===== config.mk =====
export PLATFORM = sky130hd
export DESIGN_NAME = logic_unit_arbiter
export DESIGN_NICKNAME = d
export VERILOG_FILES = /design/src/rtl/logic_arb_pkg.sv /design/src/rtl/rr_arbiter.sv /design/src/rtl/logic_unit_arbiter.sv
export SDC_FILE = /design/constraint.sdc
export NUM_CORES = 1
export LEC_CHECK = 0
export CAP_MARGIN = 10
export CORE_MARGIN = 2
export CORE_UTILIZATION = 25
export CTS_CLUSTER_SIZE = 12
export DETAILED_ROUTE_END_ITERATION = 8
export GPL_TIMING_DRIVEN = 0
export PLACE_DENSITY = 0.75
export SYNTH_ARGS = -nofsm -noshare
export SYNTH_HDL_FRONTEND = slang
export SYNTH_SLANG_ARGS = --single-unit

===== constraint.sdc =====
create_clock -name Clk -period 6.6 [get_ports Clk]
set_clock_uncertainty 0.15 [all_clocks]
set_input_delay 1.32 -clock Clk [delete_from_list [all_inputs] [get_ports Clk]]
set_output_delay 1.32 -clock Clk [all_outputs]
set_load 0.01 [all_outputs]

===== src/rtl/logic_arb_pkg.sv =====
// rtl/logic_arb_pkg.sv - shared op and FSM encodings for the logic unit arbiter
package logic_arb_pkg;

  // Two-bit operation codes carried on each requester's op lane.
  localparam logic [1:0] OP_AND = 2'b00;
  localparam logic [1:0] OP_OR  = 2'b01;
  localparam logic [1:0] OP_XOR = 2'b10;
  localparam logic [1:0] OP_NOR = 2'b11;

  // Result register occupancy.
  typedef enum logic {
    ST_EMPTY = 1'b0,
    ST_FULL  = 1'b1
  } state_t;

endpackage


===== src/rtl/rr_arbiter.sv =====
// rtl/rr_arbiter.sv - combinational round-robin grant starting at a pointer
module rr_arbiter #(
  parameter int NUM_REQ = 4,
  parameter int ID_W    = $clog2(NUM_REQ)
) (
  input  logic [NUM_REQ-1:0] req,
  input  logic [ID_W-1:0]    ptr,
  input  logic               en,
  output logic [NUM_REQ-1:0] grant,
  output logic [ID_W-1:0]    gidx
);

  // Scan from ptr upwards with wrap-around and grant the first requester found.
  // The candidate index is compared against constant loop indices so no
  // variable bit-select is needed on the request vector.
  always_comb begin
    logic             found;
    logic [ID_W:0]    cand;
    grant = '0;
    gidx  = '0;
    found = 1'b0;
    cand  = '0;
    for (int k = 0; k < NUM_REQ; k++) begin
      cand = {1'b0, ptr} + (ID_W+1)'(k);
      if (cand >= (ID_W+1)'(NUM_REQ)) begin
        cand = cand - (ID_W+1)'(NUM_REQ);
      end
      for (int i = 0; i < NUM_REQ; i++) begin
        if (en && !found && req[i] && (cand[ID_W-1:0] == ID_W'(i))) begin
          found    = 1'b1;
          grant[i] = 1'b1;
          gidx     = ID_W'(i);
        end
      end
    end
  end

endmodule


===== src/rtl/logic_unit_arbiter.sv =====
// rtl/logic_unit_arbiter.sv - round-robin shared AND/OR/XOR/NOR unit with registered result (option: LOGIC_UNIT_ARBITER_XNOR_EN)
module logic_unit_arbiter
  import logic_arb_pkg::*;
#(
  parameter int WIDTH   = 32,
  parameter int NUM_REQ = 4,
  parameter int ID_W    = $clog2(NUM_REQ)
) (
  input  logic                     Clk,
  input  logic                     Rst,
  input  logic [NUM_REQ-1:0]       ReqValid,
  input  logic [2*NUM_REQ-1:0]     ReqOp,
  input  logic [WIDTH*NUM_REQ-1:0] ReqA,
  input  logic [WIDTH*NUM_REQ-1:0] ReqB,
  output logic [NUM_REQ-1:0]       ReqReady,
  output logic                     RespValid,
  input  logic                     RespReady,
  output logic [ID_W-1:0]          RespId,
  output logic [WIDTH-1:0]         RespData,
  output logic                     RespErr
);

  state_t               state_q;
  state_t               state_d;
  logic [ID_W-1:0]      rr_ptr;
  logic                 arb_en;
  logic [NUM_REQ-1:0]   grant;
  logic [ID_W-1:0]      gidx;
  logic                 accept;
  logic [1:0]           op_sel;
  logic [WIDTH-1:0]     a_sel;
  logic [WIDTH-1:0]     b_sel;
  logic [WIDTH-1:0]     res_data;
  logic                 res_err;

  // A new op may enter only when the result slot is free or being drained now.
  assign arb_en    = !Rst && ((state_q == ST_EMPTY) || RespReady);
  assign accept    = |grant;
  assign ReqReady  = grant;
  assign RespValid = (state_q == ST_FULL);

  rr_arbiter #(
    .NUM_REQ (NUM_REQ),
    .ID_W    (ID_W)
  ) u_rr_arbiter (
    .req   (ReqValid),
    .ptr   (rr_ptr),
    .en    (arb_en),
    .grant (grant),
    .gidx  (gidx)
  );

  // One-hot AND-OR mux selects the granted requester's op and operands.
  always_comb begin
    op_sel = '0;
    a_sel  = '0;
    b_sel  = '0;
    for (int i = 0; i < NUM_REQ; i++) begin
      if (grant[i]) begin
        op_sel = op_sel | ReqOp[2*i +: 2];
        a_sel  = a_sel  | ReqA[i*WIDTH +: WIDTH];
        b_sel  = b_sel  | ReqB[i*WIDTH +: WIDTH];
      end
    end
  end

  // Shared logic unit; without the XOR/NOR option those ops return zero with an error flag.
  always_comb begin
    res_data = '0;
    res_err  = 1'b0;
    case (op_sel)
      OP_AND: res_data = a_sel & b_sel;
      OP_OR:  res_data = a_sel | b_sel;
`ifdef LOGIC_UNIT_ARBITER_XNOR_EN
      OP_XOR: res_data = a_sel ^ b_sel;
      OP_NOR: res_data = ~(a_sel | b_sel);
`else
      OP_XOR: res_err = 1'b1;
      OP_NOR: res_err = 1'b1;
`endif
      default: res_data = '0;
    endcase
  end

  // Occupancy FSM: fill on accept, empty on drain unless refilled on the same edge.
  always_comb begin
    state_d = state_q;
    case (state_q)
      ST_EMPTY: begin
        if (accept) state_d = ST_FULL;
      end
      ST_FULL: begin
        if (RespReady && !accept) state_d = ST_EMPTY;
      end
      default: state_d = ST_EMPTY;
    endcase
  end

  // State register.
  always_ff @(posedge Clk or posedge Rst) begin
    if (Rst) state_q <= ST_EMPTY;
    else     state_q <= state_d;
  end

  // Pointer moves just past the last winner so it has lowest priority next time.
  always_ff @(posedge Clk or posedge Rst) begin
    if (Rst) begin
      rr_ptr <= '0;
    end else if (accept) begin
      if (gidx == ID_W'(NUM_REQ-1)) rr_ptr <= '0;
      else                          rr_ptr <= gidx + ID_W'(1);
    end
  end

  // Result register loads only on accept, so it holds steady under backpressure.
  always_ff @(posedge Clk or posedge Rst) begin
    if (Rst) begin
      RespId   <= '0;
      RespData <= '0;
      RespErr  <= 1'b0;
    end else if (accept) begin
      RespId   <= gidx;
      RespData <= res_data;
      RespErr  <= res_err;
    end
  end

endmodule


Yosys cells after proc, flatten, opt, wreduce, memory -nomap -nowiden. Cells that the tools add are included.

Add/subtract/negate cells: 8. $lt $le $gt $ge: 4. Equality and inequality tests: 16. Muxes and demuxes: 67. Bitwise logic cells: 12. Reductions and logical operators: 74.

Operator list (count): 32-bit two-way mux (8); 32-bit bitwise OR (7); 32-bit case mux with 2 select lines (1); 1-bit logical AND (49); 2-bit two-way mux (23); 1-bit two-way mux (34); 32-bit AND (1); 2-bit equality test (second input constant) (11); 1-bit logical NOT (17); 2-bit by 1-bit equality test with 1-bit output (second input constant) (5); 2-bit logical NOT (5); 3-bit >= comparator (second input constant) (3); 2-bit by 1-bit subtractor with 2-bit output (second input constant) (4); 2-bit by 2-bit adder with 3-bit output (second input constant) (2); 2-bit bitwise OR (3); 4-bit OR reduction (1); 2-bit by 1-bit adder with 3-bit output (second input constant) (1); 2-bit by 3-bit >= comparator with 1-bit output (second input constant) (1); 2-bit by 1-bit adder with 2-bit output (second input constant) (1); 1-bit case mux with 2 select lines (1); 2-bit OR reduction (1); 1-bit logical OR (1); 1-bit NOT (1).

Register bits: 38. Bits of input ports: 271. Logic and storage cells: 186.

Logic depth before layout (Yosys ltp).
Depth in word-level cells: 86. Gate-level depth with buffers: 11. Gate-level depth less buffers: 7.

Modules after synthesis. A second synthesis with hierarchy kept.

Cells, all modules: 351. Area, all modules: 3325.7 sq um.

By module, submodules not included: logic_unit_arbiter (times used 1, cells each 318, area each 3116.7 sq um); rr_arbiter (times used 1, cells each 33, area each 209.0 sq um).

Worst setup path after synthesis. Ideal clock, no wire load.

Path kind: input to output. From: in Rst. To: out ReqReady[1]. Arrival time: 3.272 ns. Path slack: 1.858 ns. Stages on the path: 5. Path through: inv_1 -> o21a_1 -> o2111a_1 -> clkbuf_1 -> clkbuf_1.

Cells in the longest elaborated chain, start to end: 70. Elaborated cells on any way between the ends: 73. Classes of those cells: mux: 17; reduce/logical: 56.

RTL lines: start, declared (line logic_unit_arbiter.sv:10) `input logic Rst,`; 1-bit logical NOT (no line) (*); 1-bit logical AND (*) (line logic_unit_arbiter.sv:37) `assign arb_en = !Rst && ((state_q == ST_EMPTY) || RespReady);`; 1-bit logical AND (2 in series) (line rr_arbiter.sv:29) `if (en && !found && req[i] && (cand[ID_W-1:0] == ID_W'(i))) begin`; 1-bit two-way mux (line rr_arbiter.sv:29); 1-bit logical NOT (line rr_arbiter.sv:29); 1-bit logical AND (3 in series) (line rr_arbiter.sv:29); 1-bit two-way mux (line rr_arbiter.sv:29); 1-bit logical NOT (line rr_arbiter.sv:29); [... 45 more ...]; 1-bit logical AND (3 in series) (line rr_arbiter.sv:29); 1-bit two-way mux (line rr_arbiter.sv:29); 1-bit logical NOT (line rr_arbiter.sv:29); 1-bit logical AND (3 in series) (line rr_arbiter.sv:29); 1-bit two-way mux (line rr_arbiter.sv:29); 1-bit logical NOT (line rr_arbiter.sv:29); 1-bit logical AND (3 in series) (line rr_arbiter.sv:29); 1-bit two-way mux (*) (line rr_arbiter.sv:29); end, declared (line logic_unit_arbiter.sv:15) `output logic [NUM_REQ-1:0] ReqReady,`.

Every way passes the cells marked *; elsewhere a longest branch is shown, timed or not.

Worst setup path after layout.
From: in Rst. To: out ReqReady[2].

Cells in the longest elaborated chain, start to end: 75. Elaborated cells on any way between the ends: 78. Classes of those cells: mux: 18; reduce/logical: 60.

RTL lines (line): 1-bit logical NOT (no line) (*); 1-bit logical AND (*) (logic_unit_arbiter.sv:37); 1-bit logical AND (2 in series) (rr_arbiter.sv:29); 1-bit two-way mux (rr_arbiter.sv:29); 1-bit logical NOT (rr_arbiter.sv:29); 1-bit logical AND (3 in series) (rr_arbiter.sv:29); 1-bit two-way mux (rr_arbiter.sv:29); 1-bit logical NOT (rr_arbiter.sv:29); [... 50 more ...]; 1-bit logical AND (3 in series) (rr_arbiter.sv:29); 1-bit two-way mux (rr_arbiter.sv:29); 1-bit logical NOT (rr_arbiter.sv:29); 1-bit logical AND (3 in series) (rr_arbiter.sv:29); 1-bit two-way mux (rr_arbiter.sv:29); 1-bit logical NOT (rr_arbiter.sv:29); 1-bit logical AND (3 in series) (rr_arbiter.sv:29); 1-bit two-way mux (*) (rr_arbiter.sv:29).

Marked as above.

==> results.toml <==
[worst_setup_path]
cp-end-kind = "output pin"
criticalPathCategory = "in2out"
crit_path_start_kind = "primary input"
critical_path.max_fanout = 39
cp_data_arrival_time_ps = 4660
worstPathRequired_ps = 5130
reg2reg_depth = 10

[clocking]
clkSinkCount = 38
cts-resized-gates = 0
cts.clk_slew.worst_paths_ps = 50
clockRootBuffer = "clkbuf_16"
cts_tree = "yes"
post-cts-setup-buffers = 0
cts_buffers = 5
clk_latency_ps = 280
clockBufferDepth = 2
cts_hold_repair.buffers = 0
cts.htree.levels = 2

[synth]
synth.most_common_cell = "a222oi_1"
synthDistinctLibCells = 35
synth_nets = 629
synth_top_area_share = 0.2833
synthCells = 358
seq_area_frac_synth = 0.2833
synth_area_leaders = "dfrtp_1, a222oi_1, a22o_1"
synth_ff_type = "dfrtp_1"
syn_area_um2 = 3357
synth_edf_count = 0
synth-seq-cells = 38
synth.largest_area_cell = "dfrtp_1"
yosys-top-cells-count = "a222oi_1, nand2_1, dfrtp_1, a22o_1, maj3_1"
syn_area_per_cell_um2 = 9.377
synthArstFlopShare = 1.000
ys_warn_count = 0

[floorplanning]
initial_core_util = 0.2545
die_width_um = 119.9
dieArea_um2 = 14370
core.rowCount = 42
ios = 311
core-area_um2 = 13190
die_h_um = 119.9

[sta]
slew-limit-headroom = 0.4383
setup_violations = 0
grt_setup_unrepaired = "false"
worst_slack_ps = 468.6
hold_slack_ps = 321.1
max_freq_mhz = 163.1
period_needed_ps = 6131
hold_viol = 0
finalMaxSlewViolations = 0
tightest_slew_ps = 841.3
fin_crit_sh = 0.9290

[grt]
antenna_found_initial = 0
first_global_vias = 4769
track_usage = 0.2415
grt-ovfl-total = 0
grt_pass1_wl_um = 26510
grt_max_degree = 40

[run]
drv_cap = 0

[final_layout]
post-route-util = 0.5169
antenna_cells = 0
drive_gt1_frac = 0.09481
nets = 945
area_growth_pct = 103.1

[power_and_ir_drop]
p_per_area_nw_per_um2 = 169.7
power.leakage_nw = 2.549
vdd_ir_drop_max_uv = 87.26

[worst_hold_path]
hold_class = "reg2reg"
holdPathStages = 2

[detailed_routing]
wire_per_inst_um = 21.40
drt_iter0_markers = 414
drcViolationCount = 0
vias = 4578
via_per_inst = 5.380
routed_wl_um = 18210
antenna_left = 0
dr.pass1.iters = 5

[placement]
portBuffers = 309
dp_slack_ps = 439.1
dpl.hpwl_um = 14700
gp_congestion = 0.9219

[status]
outcome = "finished, final reports clean"
path summary, 6_finish.rpt:
| kind | from | endpoint | slack, ps |
|---|---|---|---|
| min in group asynchronous | Rst | RespData[20]$_DFFE_PP0P_ | 1390 |
| max | Rst | ReqReady[2] | 470 |
| min reg2reg | RespData[28]$_DFFE_PP0P_ | RespData[28]$_DFFE_PP0P_ | 320 |
| min | RespData[28]$_DFFE_PP0P_ | RespData[28]$_DFFE_PP0P_ | 320 |
| max in group asynchronous | Rst | RespData[9]$_DFFE_PP0P_ | 4380 |
| max reg2reg | RespValid$_DFF_PP0_ | RespData[14]$_DFFE_PP0P_ | 3480 |
final cells by class:
cell class,count,area [µm²]
fillers,1239,6372
well taps,176,220.2
repair buffers,309,3093
multi-input cells,268,2157
inverters,6,22.52
clock inverters,1,5.005
plain buffers,46,226.5
flip-flops and latches,38,950.9
clock buffers,7,142.6
metrics by stage:
stage	total power [mW]	TNS, ps	std cells	instance area (µm²)
6_report	1.157	0	851	6818
5_1_grt	1.227	0	851	6818
4_1_cts	1.171	0	851	6818
3_5_place_dp	0.9225	0	843	6670
3_3_place_gp	0.9094	-20.82	843	6670
2_1_floorplan	0.5836	0	358	3357
sequential cells by signal (all words and copies together) (netlist names):
name and flops:
RespData 32, RespErr 1, RespId 2, RespValid 1, rr_ptr 2
layout by cell type (no fill, tap or decap), types with 2 or more instances in the layout:
master           synthesis  final
a21oi_1                  4      4
nand2_1                 40     40
a222oi_1                61     61
inv_1                    6      5
a211o_1                  3      3
buf_2                   19     19
nor2_1                   2      2
clkbuf_16                0      5
clkdlybuf4s50_1          0    309
dfrtp_1                 38     38
maj3_1                  32     32
a221oi_1                 4      4
and3_1                   2      2
buf_6                    3      3
buf_4                    2      2
clkbuf_1                21     22
a22o_1                  37     37
nand2b_1                 3      3
o21ai_2                 30     30
o21ai_0                  6      6
a21boi_0                29     29
critical path: stages:
cell and delay, ps:
clkdlybuf4s50_1 410, inv_2 620, o21a_1 280, clkbuf_1 530
and3_1 260, buf_2 270, buf_2 350, clkdlybuf4s50_1 600
cells by family (layout without fill, tap and decap cells):
kind of cell    count (synthesis)  count (layout)  synth area share
compound gates                183             183            0.4786
simple gates                   53              53           0.06859
buf+inv                        52             369           0.07417
flops                          38              38            0.2833
fa+ha+maj                      32              32           0.09542
routing by layer:
metal	track usage	wire length, µm
met5	0	0
met4	0.05662	250
met3	0.05798	1737
met2	0.4646	9441
met1	0.2646	6783
report_power, final:
part	leakage [nW]	internal [mW]	total (mW)	switching [mW]
combinational	1.96	0.343	0.626	0.283
sequential	0.513	0.269	0.292	0.0224
clock	0.0739	0.150	0.240	0.0899
(Power assumes the default switching activity.)
